===== src/rtl/ti_stage1_pipe.sv =====
`default_nettype none
// ============================================================================
// Module      : ti_stage1_pipe (with leaf cells gf24mul, sqsc)
// Description : Pipelined multi-lane 2-share threshold-implementation stage
//               for the GF(2^4) inverter of a masked AES S-box. Stage A
//               forms four refreshed product shares per lane; stage B
//               compresses them to two output shares. Valid/ready on both
//               sides plus a randomness handshake.
//               GF(2^4) is polynomial basis mod x^4+x+1; SqSc(x) = x^2 * x^3.
// Option      : `define TI_STAGE1_PRECHARGE_EN to zero regA/regB whenever
//               they hold no valid data (all-zero separation between values).
// Revision    : 1.0  initial release
// ============================================================================

// GF(2^4) multiplier, polynomial basis, reduction by x^4 = x + 1.
module gf24mul (
  input  logic [3:0] a,
  input  logic [3:0] b,
  output logic [3:0] p
);
  logic [6:0] w_pp;

  // Unreduced carry-less product coefficients.
  always_comb begin
    w_pp[0] = a[0] & b[0];
    w_pp[1] = (a[1] & b[0]) ^ (a[0] & b[1]);
    w_pp[2] = (a[2] & b[0]) ^ (a[1] & b[1]) ^ (a[0] & b[2]);
    w_pp[3] = (a[3] & b[0]) ^ (a[2] & b[1]) ^ (a[1] & b[2]) ^ (a[0] & b[3]);
    w_pp[4] = (a[3] & b[1]) ^ (a[2] & b[2]) ^ (a[1] & b[3]);
    w_pp[5] = (a[3] & b[2]) ^ (a[2] & b[3]);
    w_pp[6] = a[3] & b[3];
  end

  // x^4 -> x+1, x^5 -> x^2+x, x^6 -> x^3+x^2
  assign p[0] = w_pp[0] ^ w_pp[4];
  assign p[1] = w_pp[1] ^ w_pp[4] ^ w_pp[5];
  assign p[2] = w_pp[2] ^ w_pp[5] ^ w_pp[6];
  assign p[3] = w_pp[3] ^ w_pp[6];
endmodule

// Square-and-scale: y = x^2 * x^3 in GF(2^4). Linear over GF(2), which is
// what lets it be applied share-wise.
module sqsc (
  input  logic [3:0] x,
  output logic [3:0] y
);
  assign y[0] = x[2];
  assign y[1] = x[1] ^ x[2] ^ x[3];
  assign y[2] = x[1];
  assign y[3] = x[0] ^ x[2] ^ x[3];
endmodule

module ti_stage1_pipe #(
  parameter int NLANES = 4,
  parameter bit SQSC   = 1'b1
) (
  input  logic                   CLK,
  input  logic                   RSTn,
  input  logic                   in_valid,
  output logic                   in_ready,
  input  logic [4*NLANES-1:0]    a0,
  input  logic [4*NLANES-1:0]    a1,
  input  logic [4*NLANES-1:0]    b0,
  input  logic [4*NLANES-1:0]    b1,
  input  logic [12*NLANES-1:0]   rnd,
  input  logic                   rnd_valid,
  output logic                   rnd_ack,
  output logic                   out_valid,
  input  logic                   out_ready,
  output logic [4*NLANES-1:0]    q0,
  output logic [4*NLANES-1:0]    q1,
  output logic                   busy
);
  localparam int c_width = 4 * NLANES;

  logic                 r_va, r_vb;
  logic [c_width-1:0]   r_e0, r_e1, r_e2, r_e3;
  logic [c_width-1:0]   r_q0, r_q1;
  logic [c_width-1:0]   w_e0, w_e1, w_e2, w_e3;
  logic                 w_advb, w_accept, w_va_next, w_vb_next;

  // Per-lane share products, square-scale terms and mask refresh.
  generate
    for (genvar l = 0; l < NLANES; l++) begin : g_lane
      logic [3:0] w_a0, w_a1, w_b0, w_b1;
      logic [3:0] w_r0, w_r1, w_r2;
      logic [3:0] w_p0, w_p1, w_p2, w_p3;
      logic [3:0] w_s0, w_s1;

      assign w_a0 = a0[4*l +: 4];
      assign w_a1 = a1[4*l +: 4];
      assign w_b0 = b0[4*l +: 4];
      assign w_b1 = b1[4*l +: 4];
      assign w_r0 = rnd[12*l     +: 4];
      assign w_r1 = rnd[12*l + 4 +: 4];
      assign w_r2 = rnd[12*l + 8 +: 4];

      gf24mul u_p0 (.a(w_a0), .b(w_b0), .p(w_p0));
      gf24mul u_p1 (.a(w_a0), .b(w_b1), .p(w_p1));
      gf24mul u_p2 (.a(w_a1), .b(w_b0), .p(w_p2));
      gf24mul u_p3 (.a(w_a1), .b(w_b1), .p(w_p3));

      if (SQSC) begin : g_sqsc
        sqsc u_s0 (.x(w_a0 ^ w_b0), .y(w_s0));
        sqsc u_s1 (.x(w_a1 ^ w_b1), .y(w_s1));
      end else begin : g_nosqsc
        assign w_s0 = 4'h0;
        assign w_s1 = 4'h0;
      end

      // e0/e1 only see share 0 of a, e2/e3 only share 1: q0 and q1 each
      // depend on a single a-share (non-completeness).
      assign w_e0[4*l +: 4] = w_p0 ^ w_r0 ^ w_s0;
      assign w_e1[4*l +: 4] = w_p1 ^ w_r1;
      assign w_e2[4*l +: 4] = w_p2 ^ w_r0 ^ w_r1 ^ w_r2;
      assign w_e3[4*l +: 4] = w_p3 ^ w_s1 ^ w_r2;
    end
  endgenerate

  // Handshake: B advances when it is empty or being drained this cycle.
  assign w_advb    = r_va & (~r_vb | out_ready);
  assign in_ready  = ~r_va | w_advb;
  assign w_accept  = in_valid & in_ready & rnd_valid;
  assign w_va_next = w_accept | (r_va & ~w_advb);
  assign w_vb_next = w_advb | (r_vb & ~out_ready);

  // Stage A register: capture the four refreshed shares on accept.
  always_ff @(posedge CLK or negedge RSTn) begin
    if (!RSTn) begin
      r_va <= 1'b0;
      r_e0 <= '0;
      r_e1 <= '0;
      r_e2 <= '0;
      r_e3 <= '0;
    end else begin
      r_va <= w_va_next;
      if (w_accept) begin
        r_e0 <= w_e0;
        r_e1 <= w_e1;
        r_e2 <= w_e2;
        r_e3 <= w_e3;
      end
`ifdef TI_STAGE1_PRECHARGE_EN
      else if (!w_va_next) begin
        r_e0 <= '0;
        r_e1 <= '0;
        r_e2 <= '0;
        r_e3 <= '0;
      end
`endif
    end
  end

  // Stage B register: compress four shares to two output shares.
  always_ff @(posedge CLK or negedge RSTn) begin
    if (!RSTn) begin
      r_vb <= 1'b0;
      r_q0 <= '0;
      r_q1 <= '0;
    end else begin
      r_vb <= w_vb_next;
      if (w_advb) begin
        r_q0 <= r_e0 ^ r_e1;
        r_q1 <= r_e2 ^ r_e3;
      end
`ifdef TI_STAGE1_PRECHARGE_EN
      else if (!w_vb_next) begin
        r_q0 <= '0;
        r_q1 <= '0;
      end
`endif
    end
  end

  // The ack is masked during reset so upstream never sees randomness consumed
  // by a stage that is being cleared.
  assign rnd_ack   = w_accept & RSTn;
  assign out_valid = r_vb;
  assign q0        = r_q0;
  assign q1        = r_q1;
  assign busy      = r_va | r_vb;
endmodule

`default_nettype wire


===== config.mk =====
export PLATFORM = sky130hd
export DESIGN_NAME = ti_stage1_pipe
export DESIGN_NICKNAME = d
export VERILOG_FILES = /design/src/rtl/ti_stage1_pipe.sv
export SDC_FILE = /design/constraint.sdc
export NUM_CORES = 1
export LEC_CHECK = 0
export BUFFER_PORTS_ARGS = -buffer_cell sky130_fd_sc_hd__buf_2
export CAP_MARGIN = 20
export CORE_ASPECT_RATIO = 0.75
export CORE_MARGIN = 4
export CORE_UTILIZATION = 59
export DETAILED_ROUTE_END_ITERATION = 12
export PLACE_DENSITY = 0.81
export SLEW_MARGIN = 0
export SYNTH_ARGS = -nofsm -noshare
export SYNTH_HDL_FRONTEND = slang
export SYNTH_HIERARCHICAL = 1
export SYNTH_SLANG_ARGS = --single-unit

===== constraint.sdc =====
create_clock -name CLK -period 1.7 [get_ports CLK]
set_input_delay 0.085 -clock CLK [delete_from_list [all_inputs] [get_ports CLK]]
set_output_delay 0.085 -clock CLK [all_outputs]
set_load 0.005 [all_outputs]

==> results.sh, run 1 <==
export IMPL_syn_avg_cell_area_um2=10.21
export IMPL_layout_nets=1280
export IMPL_synth_seq_area_share=0.2531
export IMPL_globalplace_congestion=0.8069
export IMPL_row_count=40
export IMPL_grt_overflow=0
export IMPL_yosysWarnings=6
export IMPL_syn_area_um2=9688
export IMPL_skew_ns=0.008078
export IMPL_numPortBuffers=152
export IMPL_min_from="out_ready"
export IMPL_power_total_w=0.01213
export IMPL_min_to="out_valid$_DFF_PN0_"
export IMPL_ys_seq_elements=98
export IMPL_rrSetupSlack_ns=0.13
export IMPL_die_h_um=119.0
export IMPL_cts_inserted_buffers=9
export IMPL_leakage_nw=5.267
export IMPL_period_needed_ns=1.575
export IMPL_grt_max_degree=89
export IMPL_path_clk_slew_ns=0.07
export IMPL_cp_max_fo=14
export IMPL_grt_pass1_vias=6980
export IMPL_setup_ws_ns=0.1254
export IMPL_hold_path_class="primary input to flop"
export IMPL_grt_pass1_wl_mm=33.68
export IMPL_final_cells=1377
export IMPL_arrival_ns=1.80
export IMPL_crit_path_end_kind="flop"
export IMPL_max_cap_viol_count=0
export IMPL_final_setup_tns_ns=0
export IMPL_drt_total_wl_mm=20.78
export IMPL_antenna_found_initial=0
export IMPL_diodes=0
export IMPL_drive_above_1_share=0.3205
export IMPL_final_max_slew_viol_count=0
export IMPL_reg2reg_to="r_e1[8]$_DFFE_PN0P_"
export IMPL_cp_required_ns=1.92
export IMPL_tritoncts="yes"
export IMPL_coreArea_um2=16070
export IMPL_synthCells=949
export IMPL_track_usage=0.2187
export IMPL_vias=7111
export IMPL_worst_r2r_cell_count=5
export IMPL_start_kind="flop"
export IMPL_drtAntennaViolNets=0
export IMPL_status="finished clean"
export IMPL_utilization=0.7119
export IMPL_vias_per_cell=5.164
export IMPL_io_pins=153
export IMPL_worstSetupPathType="flop to flop"
export IMPL_start_util=0.6030
export IMPL_root_buffer="clkbuf_16"
export IMPL_drc_errors=0
export IMPL_die_area_um2=18560
export IMPL_first_pass_iters=5
export IMPL_cts_sinks=98
export IMPL_fillers=1234
export IMPL_reg2reg_from="out_valid$_DFF_PN0_"
export IMPL_post_route_period_util=0.9262
export IMPL_dp_hpwl_mm=16.08
export IMPL_fmax_ghz=0.6351
export IMPL_irDropWorstVdd_uv=712.3
export IMPL_hold_path_depth=3
export IMPL_clk_latency_ns=0.34
export IMPL_max_clock_path_buffers=2
export IMPL_synthToLayoutAreaGrowth_pct=18.05
export IMPL_dp_cells=1357
export IMPL_rsz0062_at_grt="false"
export IMPL_die_w_um=156.0
export IMPL_worst_slew_pin_slew_ns=0.4809
export IMPL_p_per_area_nw_per_um2=1061
export IMPL_wl_per_cell_um=15.09
export IMPL_hold_viol=0
export IMPL_syn_num_nets=1066
export IMPL_drtIter0Drc=295
export IMPL_setup_viol=0
export IMPL_yosysUniqueCellTypes=21
export IMPL_htree_levels=3
export IMPL_relSlewSlack=0.6794
export IMPL_place_ws_ns=-0.07073
-- through the flow --
stage	instance area, µm²	hold slack [ns]
floorplan	9688	-0.2106
global placement	11060	-0.06462
detailed placement	11060	-0.06464
CTS	11370	0.03818
global route	11440	0.03933
finish	11440	0.05337
-- area by class of cell --
cell class,instances,area (µm²),share of cell area
Multi-Input combinational cell,825,6980,0.6103
Sequential cell,98,2452,0.2144
Timing Repair Buffer,229,1449,0.1267
Tap cell,210,262.8,0.02297
Clock buffer,9,225.2,0.01969
Clock inverter,6,67.56,0.005907
-- metal layers --
metal / wire length, µm / vias up / global-route usage / share of wire
li1: - / 3490 / - / -
met1: 9673 / 3444 / 0.3057 / 0.47
met2: 9861 / 157 / 0.3598 / 0.47
met3: 999 / 20 / 0.03923 / 0.048
met4: 241 / 0 / 0.03827 / 0.012
met5: 0 / - / 0 / 0
-- state kept, by name, summed over array words and instances, names as in the netlist --
signal / flops
r_va: 1
r_e2: 16
r_e3: 16
out_valid: 1
r_e0: 16
q1: 16
r_e1: 16
q0: 16
-- report_power, final --
part / switching, W / internal (W)
clock: 0.000881 / 0.00114
sequential: 0.000770 / 0.00346
combinational: 0.00235 / 0.00353
-- cells by family (layout without fill, tap and decap cells) --
kind of cell / count (synthesis) / count (layout) / synth area share
multiplexers: 160 / 160 / 0.2008
AND/OR/NAND/NOR: 233 / 233 / 0.09402
flip-flops: 98 / 98 / 0.2531
XOR/XNOR: 416 / 416 / 0.4133
AO/OA/AOI/OAI: 16 / 16 / 0.01240
buffers and inverters: 26 / 244 / 0.02635
-- Yosys cell counts, drive strengths merged --
cell / instances / area share
xnor2: 240 / 0.23
nand2: 211 / 0.082
xor2: 160 / 0.14
mux2: 128 / 0.17
dfrtp: 98 / 0.25
mux2i: 32 / 0.033
buf: 26 / 0.026
a22oi: 16 / 0.012
nor2: 16 / 0.0062
xor3: 16 / 0.039
nand2b: 2 / 0.0013
and2: 1 / 0.00065
nand3b: 1 / 0.0021
nor2b: 1 / 0.0014
or2: 1 / 0.00065
-- worst max path at each step --
| stage | start | endpoint | slack, ns |
|---|---|---|---|
| floorplan | out_valid$_DFF_PN0_ | r_e0[10]$_DFFE_PN0P_ | 0.31 |
| detailed placement | b0[11] | r_e2[10]$_DFFE_PN0P_ | -0.07 |
| CTS | out_valid$_DFF_PN0_ | rnd_ack | 0.07 |
| global placement | a1[3] | r_e2[3]$_DFFE_PN0P_ | -0.04 |
| finish | out_valid$_DFF_PN0_ | r_e1[8]$_DFFE_PN0P_ | 0.13 |
| global route | out_valid$_DFF_PN0_ | r_e3[4]$_DFFE_PN0P_ | 0.02 |
-- cell usage in the layout (no fill, tap or decap), types with 2 or more instances in the layout --
| master | count |
|---|---|
| mux2i_1 | 32 |
| mux2_4 | 49 |
| xor2_1 | 160 |
| nand2b_1 | 2 |
| xnor2_2 | 16 |
| xnor2_1 | 224 |
| buf_2 | 151 |
| dfrtp_1 | 98 |
| buf_12 | 4 |
| clkinv_2 | 2 |
| clkbuf_16 | 11 |
| a22oi_1 | 16 |
| buf_4 | 70 |
| mux2_2 | 63 |
| nor2_1 | 16 |
| nand2_1 | 211 |
| xor3_1 | 16 |
| mux2_1 | 16 |
-- critical path, cell delays in order, from the launching register on --
cell	delay [ns]
dfrtp_1	0.43
nand3b_4	0.10
nor2b_4	0.20
buf_4	0.20
clkbuf_16	0.21
mux2_4	0.31
-- what timing repair did --
| item | in CTS | in global routing |
|---|---|---|
| buffers inserted | 1 | 1 |
| cloned | 0 | 2 |
| gates resized for setup | 0 | 1 |
| hold endpoints to repair | 98 | 0 |
| endpoints found under the setup margin | 1 | 1 |
| hold buffers | 1 | 0 |
Note: power is estimated with default switching activity, not from simulation.
==> run 2: changes to the inputs <==
==> constraint.sdc (replaced) <==
create_clock -name CLK -period 1.7 [get_ports CLK]
set_input_delay 0.255 -clock CLK [delete_from_list [all_inputs] [get_ports CLK]]
set_output_delay 0.255 -clock CLK [all_outputs]
set_load 0.005 [all_outputs]
==> run 2 against run 1 <==
Compared with the run above: register-to-register slack got worse by 0.07 ns; die area did not move; first-iteration DRC count rose by 31%; via count rose by 2.6%; non-clock buffer count rose by 63; flip-flop and latch count did not move; clock skew rose by 0.00069 ns; combinational power rose by 2%; core utilization rose by 2.9 points; critical path depth did not move; sequential share of layout area fell by 0.83 points; global-route usage rose by 0.70 points.
==> results.sh, run 2 (synthesis results as in run 1) <==
export IMPL_crit_path_top_delay_cell="dfrtp_2"
export IMPL_drc_errors=0
export IMPL_grt_pass1_vias=7292
export IMPL_irDropWorstVdd_uv=795.8
export IMPL_skew_ns=0.008768
export IMPL_worst_slew_pin_slew_ns=0.5150
export IMPL_power_total_w=0.01225
export IMPL_dp_hpwl_mm=16.66
export IMPL_die_w_um=156.0
export IMPL_rsz0062_at_grt="false"
export IMPL_dp_cells=1421
export IMPL_routed_top_layer="met4"
export IMPL_critPathBufInv=2
export IMPL_vias=7295
export IMPL_final_common_cell="xnor2_1"
export IMPL_post_route_period_util=0.9649
export IMPL_max_cap_viol_count=0
export IMPL_final_area_um2=11910
export IMPL_wl_per_cell_um=14.76
export IMPL_fmax_ghz=0.6096
export IMPL_critical_path_top_delay_family="buffers and inverters"
export IMPL_utilization=0.7412
export IMPL_globalplace_congestion=0.8826
export IMPL_drive_above_1_share=0.3582
export IMPL_cts_inserted_buffers=9
export IMPL_period_needed_ns=1.640
export IMPL_met3RoutedLength_um=923
export IMPL_final_cells=1441
export IMPL_antenna_found_initial=0
export IMPL_row_count=40
export IMPL_root_buffer="clkbuf_16"
export IMPL_numPortBuffers=152
export IMPL_crit_path_end_kind="flop"
export IMPL_clk_latency_ns=0.34
export IMPL_tritoncts="yes"
export IMPL_grt_pass1_wl_mm=34.68
export IMPL_die_h_um=119.0
export IMPL_grt_overflow=0
export IMPL_cts_sinks=98
export IMPL_status="finished clean"
export IMPL_place_area_um2=11540
export IMPL_worstSetupPathType="flop to flop"
export IMPL_first_pass_iters=4
export IMPL_die_area_um2=18560
export IMPL_hold_viol=0
export IMPL_diodes=0
export IMPL_final_cell_mix="xnor2_1 (224), nand2_1 (211), xor2_1 (160)"
export IMPL_start_kind="flop"
export IMPL_cp_max_fo=16
export IMPL_p_per_area_nw_per_um2=1028
export IMPL_layout_nets=1343
export IMPL_io_pins=153
export IMPL_wl_met2_mm=10.47
export IMPL_slowest_delay_ns=0.44
export IMPL_drtIter0Drc=386
export IMPL_grt_max_degree=99
export IMPL_setup_ws_ns=0.05966
export IMPL_arrival_ns=1.86
export IMPL_start_util=0.6030
export IMPL_drt_total_wl_mm=21.27
export IMPL_setup_viol=0
export IMPL_synthToLayoutAreaGrowth_pct=22.91
export IMPL_max_clock_path_buffers=2
export IMPL_relSlewSlack=0.6567
export IMPL_coreArea_um2=16070
export IMPL_track_usage=0.2257
export IMPL_crit_chain="nand3b_4 -> nor2b_4 -> buf_4 -> buf_4 -> mux2_2"
export IMPL_final_max_slew_viol_count=0
export IMPL_vias_per_cell=5.062
export IMPL_path_clk_slew_ns=0.07
export IMPL_fillers=1198
export IMPL_cp_required_ns=1.92
export IMPL_crit_top_cell="buf_4"
export IMPL_place_ws_ns=-0.2558
export IMPL_hold_path_class="primary input to flop"
export IMPL_drtAntennaViolNets=0
export IMPL_htree_levels=3
export IMPL_met1_length_mm=9.760
export IMPL_leakage_nw=5.561
-- run 2: changes by cell type in the layout (fill, tap and decap cells not counted), moves of 2 or more --
cell,change
buf_4,+64
buf_2,-2
clkbuf_16,-2
clkbuf_4,+2
clkinv_2,-2
dfrtp_1,-2
dfrtp_2,+2
-- run 2: layout make-up --
cell class	count	area [µm²]	area share
Multi-Input combinational cell	825	6984	0.5865
Sequential cell	98	2455	0.2062
Timing Repair Buffer	292	1909	0.1603
Tap cell	210	262.8	0.02207
Clock buffer	9	225.2	0.01891
Clock inverter	7	71.32	0.005989
-- run 2: stage by stage --
| step | hold WS, ns | setup TNS, ns |
|---|---|---|
| 4_1_cts | 0.1981 | 0 |
| 3_5_place_dp | 0.3564 | -9.286 |
| 6_report | 0.2022 | 0 |
| 5_1_grt | 0.2351 | 0 |
| 2_1_floorplan | -0.04059 | 0 |
| 3_3_place_gp | 0.3568 | -6.864 |
-- run 2: worst paths after layout --
| kind | start | end | slack (ns) | cells past startpoint |
|---|---|---|---|---|
| min | out_ready | out_valid$_DFF_PN0_ | 0.20 | 3 |
| max | r_va$_DFF_PN0_ | r_e2[15]$_DFFE_PN0P_ | 0.06 | 5 |
| max in group asynchronous | RSTn | out_valid$_DFF_PN0_ | 0.77 | 3 |
| max reg2reg | r_va$_DFF_PN0_ | r_e2[15]$_DFFE_PN0P_ | 0.06 | 5 |
| min reg2reg | q1[9]$_DFFE_PN0P_ | q1[9]$_DFFE_PN0P_ | 0.51 | 1 |
| min in group asynchronous | RSTn | q1[10]$_DFFE_PN0P_ | 0.51 | 3 |
-- run 2: what timing repair did --
action / in CTS / in global routing
gates resized for setup: 0 / 5
cloned: 1 / 0
buffers inserted: 2 / 0
endpoints found under the setup margin: 1 / 7
hold buffers: 1 / 0
hold endpoints to repair: 31 / 0
pin swaps: 0 / 3
-- run 2: report_power, final --
part	leakage (nW)	internal [W]	switching, W
Combinational	4.27	0.00364	0.00236
Sequential	1.15	0.00345	0.000779
Clock	0.139	0.00103	0.000975
Total	5.56	0.00813	0.00412
-- run 2: worst reg2reg max path: stages (launching register included) --
cell and delay (ns):
dfrtp_2 0.44, nand3b_4 0.09, nor2b_4 0.18, buf_4 0.16, buf_4 0.29, mux2_2 0.38
-- run 2: routing by layer --
layer  up-vias  global-route usage
met5         -                   0
met4         0             0.02898
met3        12             0.03342
met2       148              0.3929
met1      3516              0.3058
li1       3619                   -
==> run 3: changes to the inputs <==
Settings changed: PLACE_DENSITY 0.81 to 0.83.
==> run 3 against run 2 <==
Compared with the run above: die area is the same; sequential share of layout area shrank 0.29 points; largest cell class unchanged; first-iteration DRC count grew 38%; combinational power grew 2%; flip-flop and latch count is the same; fmax grew 0.39%; clock power grew 10%.
==> results.sh, run 3 (synthesis results as in run 1) <==
export IMPL_dp_hpwl_mm=17.39
export IMPL_drtAntennaViolNets=0
export IMPL_hold_viol=0
export IMPL_track_usage=0.2415
export IMPL_row_count=40
export IMPL_clk_latency_ns=0.35
export IMPL_drt_total_wl_mm=22.70
export IMPL_critPathBufInv=2
export IMPL_antenna_found_initial=0
export IMPL_multiInputGateArea_um2=6987
export IMPL_cp_max_fo=3
export IMPL_max_cap_viol_count=0
export IMPL_skew_ns=0.005163
export IMPL_reg2reg_from="out_valid$_DFF_PN0_"
export IMPL_start_kind="flop"
export IMPL_grt_pass1_vias=7401
export IMPL_root_buffer="clkbuf_16"
export IMPL_setup_viol=0
export IMPL_drtIter0Drc=533
export IMPL_post_route_period_util=0.9612
export IMPL_drc_errors=0
export IMPL_synthToLayoutAreaGrowth_pct=24.59
export IMPL_die_h_um=119.0
export IMPL_cts_sinks=98
export IMPL_fmax_ghz=0.6120
export IMPL_rsz0062_at_grt="false"
export IMPL_fillers=1091
export IMPL_dp_cells=1430
export IMPL_hold_path_depth=3
export IMPL_crit_path_top_delay_cell="dfrtp_2"
export IMPL_utilization=0.7513
export IMPL_hold_path_class="primary input to flop"
export IMPL_crit_chain="nand3b_4 -> nor2b_4 -> buf_12 -> and2_4 -> buf_6"
export IMPL_drive_above_1_share=0.3636
export IMPL_final_cell_mix="xnor2_1 (224), nand2_1 (211), xor2_1 (160)"
export IMPL_cts_inserted_buffers=9
export IMPL_final_max_slew_viol_count=0
export IMPL_coreArea_um2=16070
export IMPL_grt_max_degree=99
export IMPL_irDropWorstVdd_uv=721.9
export IMPL_max_clock_path_buffers=2
export IMPL_p_per_area_nw_per_um2=1043
export IMPL_min_to="out_valid$_DFF_PN0_"
export IMPL_final_cells=1453
export IMPL_place_ws_ns=-0.2544
export IMPL_wl_per_cell_um=15.62
export IMPL_die_area_um2=18560
export IMPL_grt_pass1_wl_mm=36.49
export IMPL_slowest_delay_ns=0.43
export IMPL_globalplace_congestion=0.8906
export IMPL_reg2reg_to="r_e3[12]$_DFFE_PN0P_"
export IMPL_htree_levels=3
export IMPL_leakage_nw=5.652
export IMPL_period_needed_ns=1.634
export IMPL_start_util=0.6030
export IMPL_final_common_cell="xnor2_1"
export IMPL_first_pass_iters=5
export IMPL_critical_path_top_delay_family="flip-flops"
export IMPL_status="finished clean"
export IMPL_tritoncts="yes"
export IMPL_layout_nets=1356
export IMPL_die_w_um=156.0
export IMPL_worst_slew_pin_slew_ns=0.5303
export IMPL_worst_r2r_cell_count=5
export IMPL_grt_overflow=0
export IMPL_rrSetupSlack_ns=0.09
export IMPL_crit_path_end_kind="primary output"
export IMPL_min_from="out_ready"
export IMPL_worstSetupPathType="flop to primary output"
export IMPL_path_clk_slew_ns=0.06
export IMPL_register_area_um2=2454
export IMPL_relSlewSlack=0.6465
export IMPL_vias=7517
export IMPL_vias_per_cell=5.173
export IMPL_setup_ws_ns=0.06602
export IMPL_io_pins=153
export IMPL_diodes=0
export IMPL_arrival_ns=1.38
export IMPL_cp_required_ns=1.44
export IMPL_numPortBuffers=152
-- run 3: cell count changes in the layout (fill, tap and decap cells not counted), moves of 2 or more --
| cell | previous run | this run |
|---|---|---|
| buf_12 | 5 | 8 |
| buf_4 | 134 | 145 |
| bufinv_16 | 0 | 2 |
| clkbuf_4 | 2 | 0 |
| inv_8 | 2 | 0 |
-- run 3: timing repair --
item	4_1_cts	5_1_grt
setup buffers	4	2
pin swaps	0	4
cloned	1	0
setup endpoints to repair	1	3
endpoints found under the hold margin	52	0
hold buffers	1	0
gates resized for setup	1	5
-- run 3: how the worst max path moves through the flow --
stage / from / cells after the start / endpoint
after floorplan: b0[11] / 6 / r_e2[11]$_DFFE_PN0P_
after global placement: a1[3] / 7 / r_e2[3]$_DFFE_PN0P_
after detailed placement: a1[7] / 8 / r_e2[6]$_DFFE_PN0P_
after CTS: out_valid$_DFF_PN0_ / 5 / rnd_ack
after global routing: out_valid$_DFF_PN0_ / 5 / rnd_ack
final: out_valid$_DFF_PN0_ / 5 / rnd_ack
-- run 3: layer usage --
layer / share of wire / up-vias / wire length, µm / global-route usage
met2: 0.48 / 188 / 10850 / 0.3967
li1: - / 3648 / - / -
met3: 0.054 / 31 / 1217 / 0.04613
met5: 0 / - / 0 / 0
met4: 0.015 / 0 / 336 / 0.04757
met1: 0.45 / 3650 / 10290 / 0.3343
-- run 3: worst reg2reg max path, delay by kind of cell, from the launching register on --
kind / cells / cell delay [ns]
DFF: 1 / 0.43
muxes: 1 / 0.41
buffers and inverters: 2 / 0.40
and+or+nand+nor: 2 / 0.27
-- run 3: cell type report --
cell class / count / share of cell area
well taps: 210 / 0.02177
clock buffers: 11 / 0.02011
clock inverters: 4 / 0.006323
flip-flops and latches: 98 / 0.2033
repair buffers: 305 / 0.1697
multi-input cells: 825 / 0.5788
-- run 3: where the power goes --
part           leakage (nW)  switching (W)  internal (W)
Clock                 0.152       0.000896       0.00133
Combinational          4.35        0.00245       0.00367
Sequential             1.15       0.000782       0.00346
Total                  5.65        0.00413       0.00846
-- run 3: through the flow --
stage	total power [W]	TNS, ns	area (µm²)	hold slack (ns)
finish	0.01258	0	12070	0.2206
global route	0.01337	0	12070	0.2309
CTS	0.01265	0	12040	0.2095
detailed placement	0.01033	-9.242	11630	0.3628
global placement	0.01005	-6.428	11630	0.3581
floorplan	0.008429	0	9688	-0.04059
